File: src/rtl/pipe_issue_ctrl_pkg.sv
// Shared encodings and width helpers for the fixed-latency issue controller.
package pipe_issue_ctrl_pkg;

   localparam logic [1:0] ST_IDLE  = 2'd0;
   localparam logic [1:0] ST_RUN   = 2'd1;
   localparam logic [1:0] ST_DRAIN = 2'd2;
   localparam logic [1:0] ST_DONE  = 2'd3;

   typedef enum logic [1:0] {
      IDLE  = ST_IDLE,
      RUN   = ST_RUN,
      DRAIN = ST_DRAIN,
      DONE  = ST_DONE
   } state_t;

   // Credit counter must hold the value FIFO_DEPTH itself.
   function automatic int crd_width(input int depth);
      return $clog2(depth + 1);
   endfunction

   function automatic int inf_width(input int lat);
      return (lat < 1) ? 1 : $clog2(lat + 1);
   endfunction

endpackage

File: src/rtl/pipe_issue_ctrl_valid_pipe_sr.sv
// LATENCY-deep 1-bit valid shift register with synchronous reset; wire when LATENCY==0.
module valid_pipe_sr #(
   parameter int LATENCY = 4
) (
   input  logic clk,
   input  logic rst,
   input  logic din,
   output logic dout
);

   generate
      if (LATENCY == 0) begin : g_pass
         assign dout = din;
      end else begin : g_sr
         logic [LATENCY-1:0] vld_pipe;

         // Reset clears every stage so no stale valid escapes after rst.
         always_ff @(posedge clk) begin
            if (rst) vld_pipe <= '0;
            else     vld_pipe <= (vld_pipe << 1) | LATENCY'(din);
         end

         assign dout = vld_pipe[LATENCY-1];
      end
   endgenerate

endmodule

File: src/rtl/pipe_issue_ctrl.sv
// Issues one job of cfg_len ops into a fixed-latency pipe, gated by result-FIFO credits.
module pipe_issue_ctrl
   import pipe_issue_ctrl_pkg::*;
#(
   parameter int LATENCY    = 4,
   parameter int FIFO_DEPTH = 8,
   parameter int LEN_W      = 16,
   parameter int CRD_W      = crd_width(FIFO_DEPTH),
   parameter int INF_W      = inf_width(LATENCY)
) (
   input  logic             clk,
   input  logic             rst,
   input  logic             start,
   input  logic [LEN_W-1:0] cfg_len,
   output logic             busy,
   output logic             done,
   input  logic             in_valid,
   output logic             in_ready,
   output logic             issue,
   output logic             res_valid,
   input  logic             out_pop,
   output logic [CRD_W-1:0] credits,
   output logic [INF_W-1:0] inflight,
   output logic             err
);

   localparam logic [CRD_W-1:0] CRD_FULL = CRD_W'(FIFO_DEPTH);

   state_t           state;
   logic [LEN_W-1:0] remain;
   logic             pop_ok;

   assign in_ready = (state == RUN) && (credits != '0) && (remain != '0);
   assign issue    = in_valid & in_ready;
   // A pop with nothing reserved is bogus: it is dropped and flagged.
   assign pop_ok   = out_pop && (credits != CRD_FULL);

   valid_pipe_sr #(.LATENCY(LATENCY)) u_vld (
      .clk  (clk),
      .rst  (rst),
      .din  (issue),
      .dout (res_valid)
   );

   always_ff @(posedge clk) begin
      if (rst) begin
         state  <= IDLE;
         busy   <= 1'b0;
         done   <= 1'b0;
         remain <= '0;
      end else begin
         case (state)
            IDLE: begin
               done <= 1'b0;
               if (start) begin
                  remain <= cfg_len;
                  busy   <= 1'b1;
                  if (cfg_len == '0) begin
                     state <= DONE;
                     done  <= 1'b1;
                  end else begin
                     state <= RUN;
                  end
               end
            end
            RUN: begin
               if (issue) begin
                  remain <= remain - LEN_W'(1);
                  if (remain == LEN_W'(1)) state <= DRAIN;
               end
            end
            DRAIN: begin
               if (inflight == '0) begin
                  state <= DONE;
                  done  <= 1'b1;
               end
            end
            DONE: begin
               done  <= 1'b0;
               busy  <= 1'b0;
               state <= IDLE;
            end
            default: state <= IDLE;
         endcase
      end
   end

   // Credits persist across jobs; they track the downstream FIFO, not the job.
   always_ff @(posedge clk) begin
      if (rst) begin
         credits <= CRD_FULL;
         err     <= 1'b0;
      end else begin
         case ({issue, pop_ok})
            2'b10:   credits <= credits - CRD_W'(1);
            2'b01:   credits <= credits + CRD_W'(1);
            default: credits <= credits;
         endcase
         if (out_pop && (credits == CRD_FULL)) err <= 1'b1;
      end
   end

   always_ff @(posedge clk) begin
      if (rst) begin
         inflight <= '0;
      end else begin
         case ({issue, res_valid})
            2'b10:   inflight <= inflight + INF_W'(1);
            2'b01:   inflight <= inflight - INF_W'(1);
            default: inflight <= inflight;
         endcase
      end
   end

endmodule

File: config.mk
export PLATFORM = sky130hd
export DESIGN_NAME = pipe_issue_ctrl
export DESIGN_NICKNAME = d
export VERILOG_FILES = /design/src/rtl/pipe_issue_ctrl_pkg.sv /design/src/rtl/pipe_issue_ctrl_valid_pipe_sr.sv /design/src/rtl/pipe_issue_ctrl.sv
export SDC_FILE = /design/constraint.sdc
export NUM_CORES = 1
export LEC_CHECK = 0
export CAP_MARGIN = 10
export CORE_MARGIN = 2
export CORE_UTILIZATION = 59
export CTS_BUF_LIST = sky130_fd_sc_hd__clkbuf_8
export CTS_CLUSTER_DIAMETER = 200
export DETAILED_ROUTE_END_ITERATION = 16
export PLACE_DENSITY = 0.85
export SETUP_SLACK_MARGIN = 0.3
export SLEW_MARGIN = 15
export SYNTH_ARGS = -nofsm -noshare
export SYNTH_HDL_FRONTEND = slang
export SYNTH_SLANG_ARGS = --single-unit
File: constraint.sdc
create_clock -name clk -period 5.02 [get_ports clk]
set_input_delay 0.502 -clock clk [delete_from_list [all_inputs] [get_ports clk]]
set_output_delay 0.502 -clock clk [all_outputs]
set_load 0.02 [all_outputs]
# [Yosys cells after proc, flatten, opt, wreduce, memory -nomap -nowiden]
# Cells that the tools add are included.
[classes] n_lt_le_gt_ge=0 mul=0 reduce_logical=18 n_mux=17 eq_ne=14 n_div=0 n_addsub=5 shifts=0 bitwise_logic=2
[op_table] cell="$mux 16" count=2
[op_table] cell="$pmux 16 s2" count=1
[op_table] cell="$eq 16x1->1 const B" count=1
[op_table] cell="$logic_not 16->1" count=1
[op_table] cell="$reduce_bool 16->1" count=1
[op_table] cell="$sub 16x1->16 const B" count=1
[op_table] cell="$mux 2" count=5
[op_table] cell="$eq 2x2->1 const B" count=4
[op_table] cell="$pmux 2 s4" count=1
[op_table] cell="$pmux 4 s2" count=1
[op_table] cell="$reduce_bool 2->1" count=4
[op_table] cell="$eq 2x1->1 const B" count=3
[op_table] cell="$ne 2x2->1 const B" count=3
[op_table] cell="$pmux 3 s2" count=1
[op_table] cell="$add 4x1->4 const B" count=1
[op_table] cell="$eq 4x4->1 const B" count=1
[op_table] cell="$logic_and 1x1->1" count=4
[op_table] cell="$mux 1" count=4
[op_table] cell="$ne 4x4->1 const B" count=1
[op_table] cell="$or 4x1->4" count=1
[op_table] cell="$reduce_and 2->1" count=2
[op_table] cell="$reduce_and 4->1" count=1
[op_table] cell="$reduce_bool 4->1" count=1
[op_table] cell="$sub 4x1->4 const B" count=1
[op_table] cell="10 further kinds" count=10
[word_totals] memories=0 mem_bits_rw=0 inputBits=21 output_inout_bits=13 latch_bits=0 ff_bits=32 rom_bits=0

# [Longest topological paths before layout]
[depth] ltp_word=6 ltp_mapped=13 ltp_nobuf=13

# [Hierarchy]
# From an unflattened synthesis, not the netlist that was laid out.
[hier_totals] cells_unflattened=237 hier_area_um2=1976.9
[by_module_without_submodules] mod="pipe_issue_ctrl" instances=1 cells_per_inst=229 area_per_inst_um2=1871.8 seq_area_each_um2=560.5
[by_module_without_submodules] mod="valid_pipe_sr" instances=1 cells_per_inst=8 area_per_inst_um2=105.1 seq_area_each_um2=80.1

# [Worst setup path after synthesis]
# No wires, ideal clock.
[synth_timing] path_kind="flip-flop to flip-flop" startpoint="register remain[1]" endpoint="register credits[3]" path_buffers=0 path_slack_ns=2.198 arrival_time_ns=2.690 stages_incl_launch_ff=14 path_cell_list="dfxtp_1 -> inv_1 -> ha_1 -> nor3b_2 -> nand4_2 -> nand2b_2 -> ha_1 -> inv_1 -> ha_1 -> a21o_1 -> a21oi_1 -> xnor2_1 -> o21ai_0 -> or3b_2"
[synth_between] elab_chain_len=5
[synth_lines] element="start, declared" line_no="pipe_issue_ctrl.sv:30" source="logic [LEN_W-1:0] remain;"
[synth_lines] element="start signal, assigned" line_no="pipe_issue_ctrl.sv:56" source="remain <= cfg_len;"
[synth_lines] element="start signal, assigned" line_no="pipe_issue_ctrl.sv:68" source="remain <= remain - LEN_W'(1);"
[synth_lines] element="$reduce_bool 16->1 *" line_no="pipe_issue_ctrl.sv:33" source="assign in_ready = (state == RUN) && (credits != '0) && (remain != '0);"
[synth_lines] element="$logic_and 1x1->1 *" line_no="pipe_issue_ctrl.sv:33"
[synth_lines] element="$and 1x1->1 *" line_no="pipe_issue_ctrl.sv:34" source="assign issue = in_valid & in_ready;"
[synth_lines] element="$eq 2x1->1 / $eq 2x2->1 (equally long branches)" line_no="pipe_issue_ctrl.sv:94" source="case ({issue, pop_ok})"
[synth_lines] element="$pmux 4 s2 / $reduce_bool 2->1 (equally long branches)"
[synth_lines] element="end signal, assigned" line_no="pipe_issue_ctrl.sv:95" source="2'b10: credits <= credits - CRD_W'(1);"
[synth_lines] element="end signal, assigned" line_no="pipe_issue_ctrl.sv:96" source="2'b01: credits <= credits + CRD_W'(1);"
[synth_lines] element="end signal, assigned" line_no="pipe_issue_ctrl.sv:97" source="default: credits <= credits;"
[synth_lines] element="end, declared" line_no="pipe_issue_ctrl.sv:22" source="output logic [CRD_W-1:0] credits,"
# Every way passes the cells marked *; elsewhere a longest branch is shown, timed or not.
# A chain may end at the register's enable or synchronous reset.

# [Worst setup path after layout]
[layout_timing] startpoint="register state[1]" endpoint="register credits[3]"
[layout_between] elab_chain_len=6
[layout_lines] element="start, declared" line_no="pipe_issue_ctrl.sv:29" source="state_t state;"
[layout_lines] element="start signal, assigned" line_no="pipe_issue_ctrl.sv:47" source="state <= IDLE;"
[layout_lines] element="start signal, assigned" line_no="pipe_issue_ctrl.sv:59" source="state <= DONE;"
[layout_lines] element="start signal, assigned" line_no="pipe_issue_ctrl.sv:62" source="state <= RUN;"
[layout_lines] element="$eq 2x1->1 *" line_no="pipe_issue_ctrl.sv:33"
[layout_lines] element="$logic_and 1x1->1 * (2 in a row)" line_no="pipe_issue_ctrl.sv:33"
[layout_lines] element="$and 1x1->1 *" line_no="pipe_issue_ctrl.sv:34"
[layout_lines] element="$eq 2x1->1 / $eq 2x2->1 (equally long branches)" line_no="pipe_issue_ctrl.sv:94"
[layout_lines] element="$pmux 4 s2 / $reduce_bool 2->1 (equally long branches)"
# Marked as above.

==> out/qor.yml <==
run_status:
  run_status: "finished clean"
worst_setup_path:
  critPathKind: "reg2reg"
  startpoint: "state[1]"
  r2r_end: "credits[3]"
  r2r_slack_ns: 1.71
  cp-end-kind: "flop"
  reg2reg_from: "state[1]"
  start_kind: "flop"
  arrival_ns: 3.48
  critPathMaxStageDelay_ns: 0.44
  r2r.worst_path.cells: 14
  cp.required_ns: 5.19
  critPathMaxFanout: 29
  crit_chain: "inv_1 -> ha_1 -> buf_4 -> o41ai_1 -> or2_1 -> nand2b_2 -> ha_1 -> inv_1 -> ha_1 -> a21o_1 -> a21oi_1 -> xnor2_1 -> o21ai_0 -> or3b_2"
  crit_top_cell: "ha_1"
  slowest_stage: "or3b_2"
route:
  topRoutingLayerUsed: "met4"
  wl_um: 4874
  viasPerCell: 5.928
  via_count: 1897
  ant_nets: 0
  drt_pass1_iterations: 4
  wl_met3_um: 300
  wl_met1_um: 2163
  wire_per_inst_um: 15.23
  drtIter0Drc: 177
  wl_met2_um: 2293
  drc: 0
layout:
  final_cell_mix: "clkdlybuf4s50_1, dfxtp_1, a21oi_1, nor2_1"
  seq_area_um2: 640.6
  layout_commonest_cell: "clkdlybuf4s50_1"
  n_fill_cell: 276
  antennaDiodeCount: 0
  syn_to_final_growth_pct: 23.20
  drive_above_1_share_pct: 7.664
  fin_nets: 306
  multi_input_comb_area_um2: 1259
synthesis:
  synth_seq_cells: 32
  synth_fp_nets: 275
  yosysTopAreaCellShare_pct: 32.10
  synthCells: 242
  yosysTopAreaCell: "dfxtp_1"
  ys_warn_count: 0
  synthArstFlopShare_pct: 0
  ys_seq_area_share_pct: 32.10
  synth_cell_types: 51
  ys.flop_type: "dfxtp_1"
  synth_edf_count: 0
  synth_area_leaders: "dfxtp_1, a21oi_1, ha_1"
  netlist_area_um2: 1996
  syn_avg_cell_area_um2: 8.247
pwr:
  finalPower_uw: 1539
  cellPowerDensity_nw_per_um2: 626.0
  p_leak_uw: 0.0009342
  peakVddDrop_uv: 399.8
floorplan:
  core_area_um2: 3284
  pin_count: 34
  die_x_um: 62.16
  die_area_um2: 3864
  die_h_um: 62.16
  initial_core_util_pct: 60.76
  num_rows: 21
worst_hold_path:
  holdPathEnd: "u_vld.g_sr.vld_pipe[3]"
  hold_depth: 1
  hp-class: "reg2reg"
  hold_start: "u_vld.g_sr.vld_pipe[2]"
clocking:
  ctsHtreeMaxLevel: 2
  insertion_delay_ns: 0.30
  numCtsBuffers: 5
  cts.hold.buffers_added: 0
  ctsResizeCount: 0
  root_buffer: "clkbuf_8"
  cts_setup_buffers: 0
  cts_tree: "done"
  clkTransAtPathRegs_ns: 0.08
  cts.sinks: 32
  clockBufferDepth: 2
timing:
  rsz0062_at_grt: "no"
  finalSetupViolations: 0
  hold_viol_final: 0
  fin_crit_ns: 3.310
  skew_ns: 0.01218
  period_share_pct: 65.94
  fmax_mhz: 302.1
  slew_violations: 0
  worst_pin_slew_ns: 0.9430
  relSlewSlack_pct: 37.13
  fin_tns_setup_ns: 0
global_routing:
  grt_max_degree: 42
  grtUsageTotal_pct: 26.41
  grt_pass1_wl_um: 8066
  grt_pass1_vias: 1795
  antenna_found_initial: 0
  grt_remaining_overflow: 0
placement:
  place.gp.congestion: 0.8365
  io_buffers: 33
  hpwl_um: 3335
job:
  max_cap_viol_count: 0
worst max-delay path, delay by kind of cell, from the launching register on:
kind / cells / cell delay (ns)
flops: 1 / 0.35
compound gates: 4 / 0.66
simple gates: 3 / 0.91
xor+xnor: 1 / 0.10
buf+inv: 3 / 0.52
fa+ha+maj: 3 / 0.63
cells by family (layout without fill, tap and decap cells):
family          Yosys count  count (layout)  share of synthesized area [%]
compound gates           68              68                          21.57
xor+xnor                  5               5                          2.195
fa+ha+maj                12              12                          8.276
buf+inv                  24              56                          4.827
flops                    32              32                          32.10
mux                       6               6                          3.135
simple gates             95              95                          27.90
where the power goes:
part | internal, uW | total (uW) | switching (uW)
clock network | 145 | 248 | 103
logic | 352 | 846 | 494
registers | 337 | 445 | 108
per-layer routing:
| layer | track usage, % | vias up |
|---|---|---|
| met2 | 42.80 | 61 |
| met3 | 6.884 | 10 |
| li1 | - | 937 |
| met1 | 32.84 | 889 |
| met4 | 12.50 | 0 |
| met5 | 0 | - |
synth_stat cells (3+ instances only):
cell type / instances
ha_1: 10
nor4_1: 4
nor2_1: 22
nor4b_1: 4
dfxtp_1: 32
xor2_1: 3
mux2i_1: 4
nor2b_1: 6
a21oi_1: 30
o21ai_0: 5
nand2_1: 13
clkbuf_1: 7
nand3_1: 4
nor3_1: 12
o21ai_1: 7
o32ai_1: 6
and3_1: 4
inv_1: 12
nand2b_1: 12
area by class of cell:
| type | count | area share (%) |
|---|---|---|
| clock inverter | 3 | 1.578 |
| inverter | 13 | 1.985 |
| tap | 46 | 2.341 |
| multi-input combinational | 186 | 51.20 |
| timing repair buffer | 35 | 14.05 |
| sequential | 32 | 26.06 |
| clock buffer | 5 | 2.799 |
metrics by stage:
| step | area, um^2 | setup WS [ns] | utilization, % | hold slack, ns | cells |
|---|---|---|---|---|---|
| after detailed placement | 2351 | 1.775 | 71.58 | 0.4401 | 312 |
| after global placement | 2351 | 1.892 | 71.58 | 0.4250 | 312 |
| after CTS | 2459 | 1.744 | 74.86 | 0.4470 | 320 |
| after global routing | 2459 | 1.532 | 74.86 | 0.4622 | 320 |
| final | 2459 | 1.710 | 74.86 | 0.4433 | 320 |
| after floorplan | 1996 | 2.198 | - | 0.4138 | 242 |
state kept, by name, summed over array words and instances, names as in the netlist:
signal and flops:
busy 1, done 1, remain 16, state 2, u_vld.g_sr.vld_pipe 4, credits 4, inflight 3, err 1
worst max-delay path by stage:
stage                      end  cells after the start
floorplan           credits[3]                     13
global placement    credits[3]                     14
detailed placement  credits[3]                     14
CTS                 credits[3]                     14
global route        credits[3]                     14
finish              credits[3]                     14
Power figures use the tool's default switching activity.
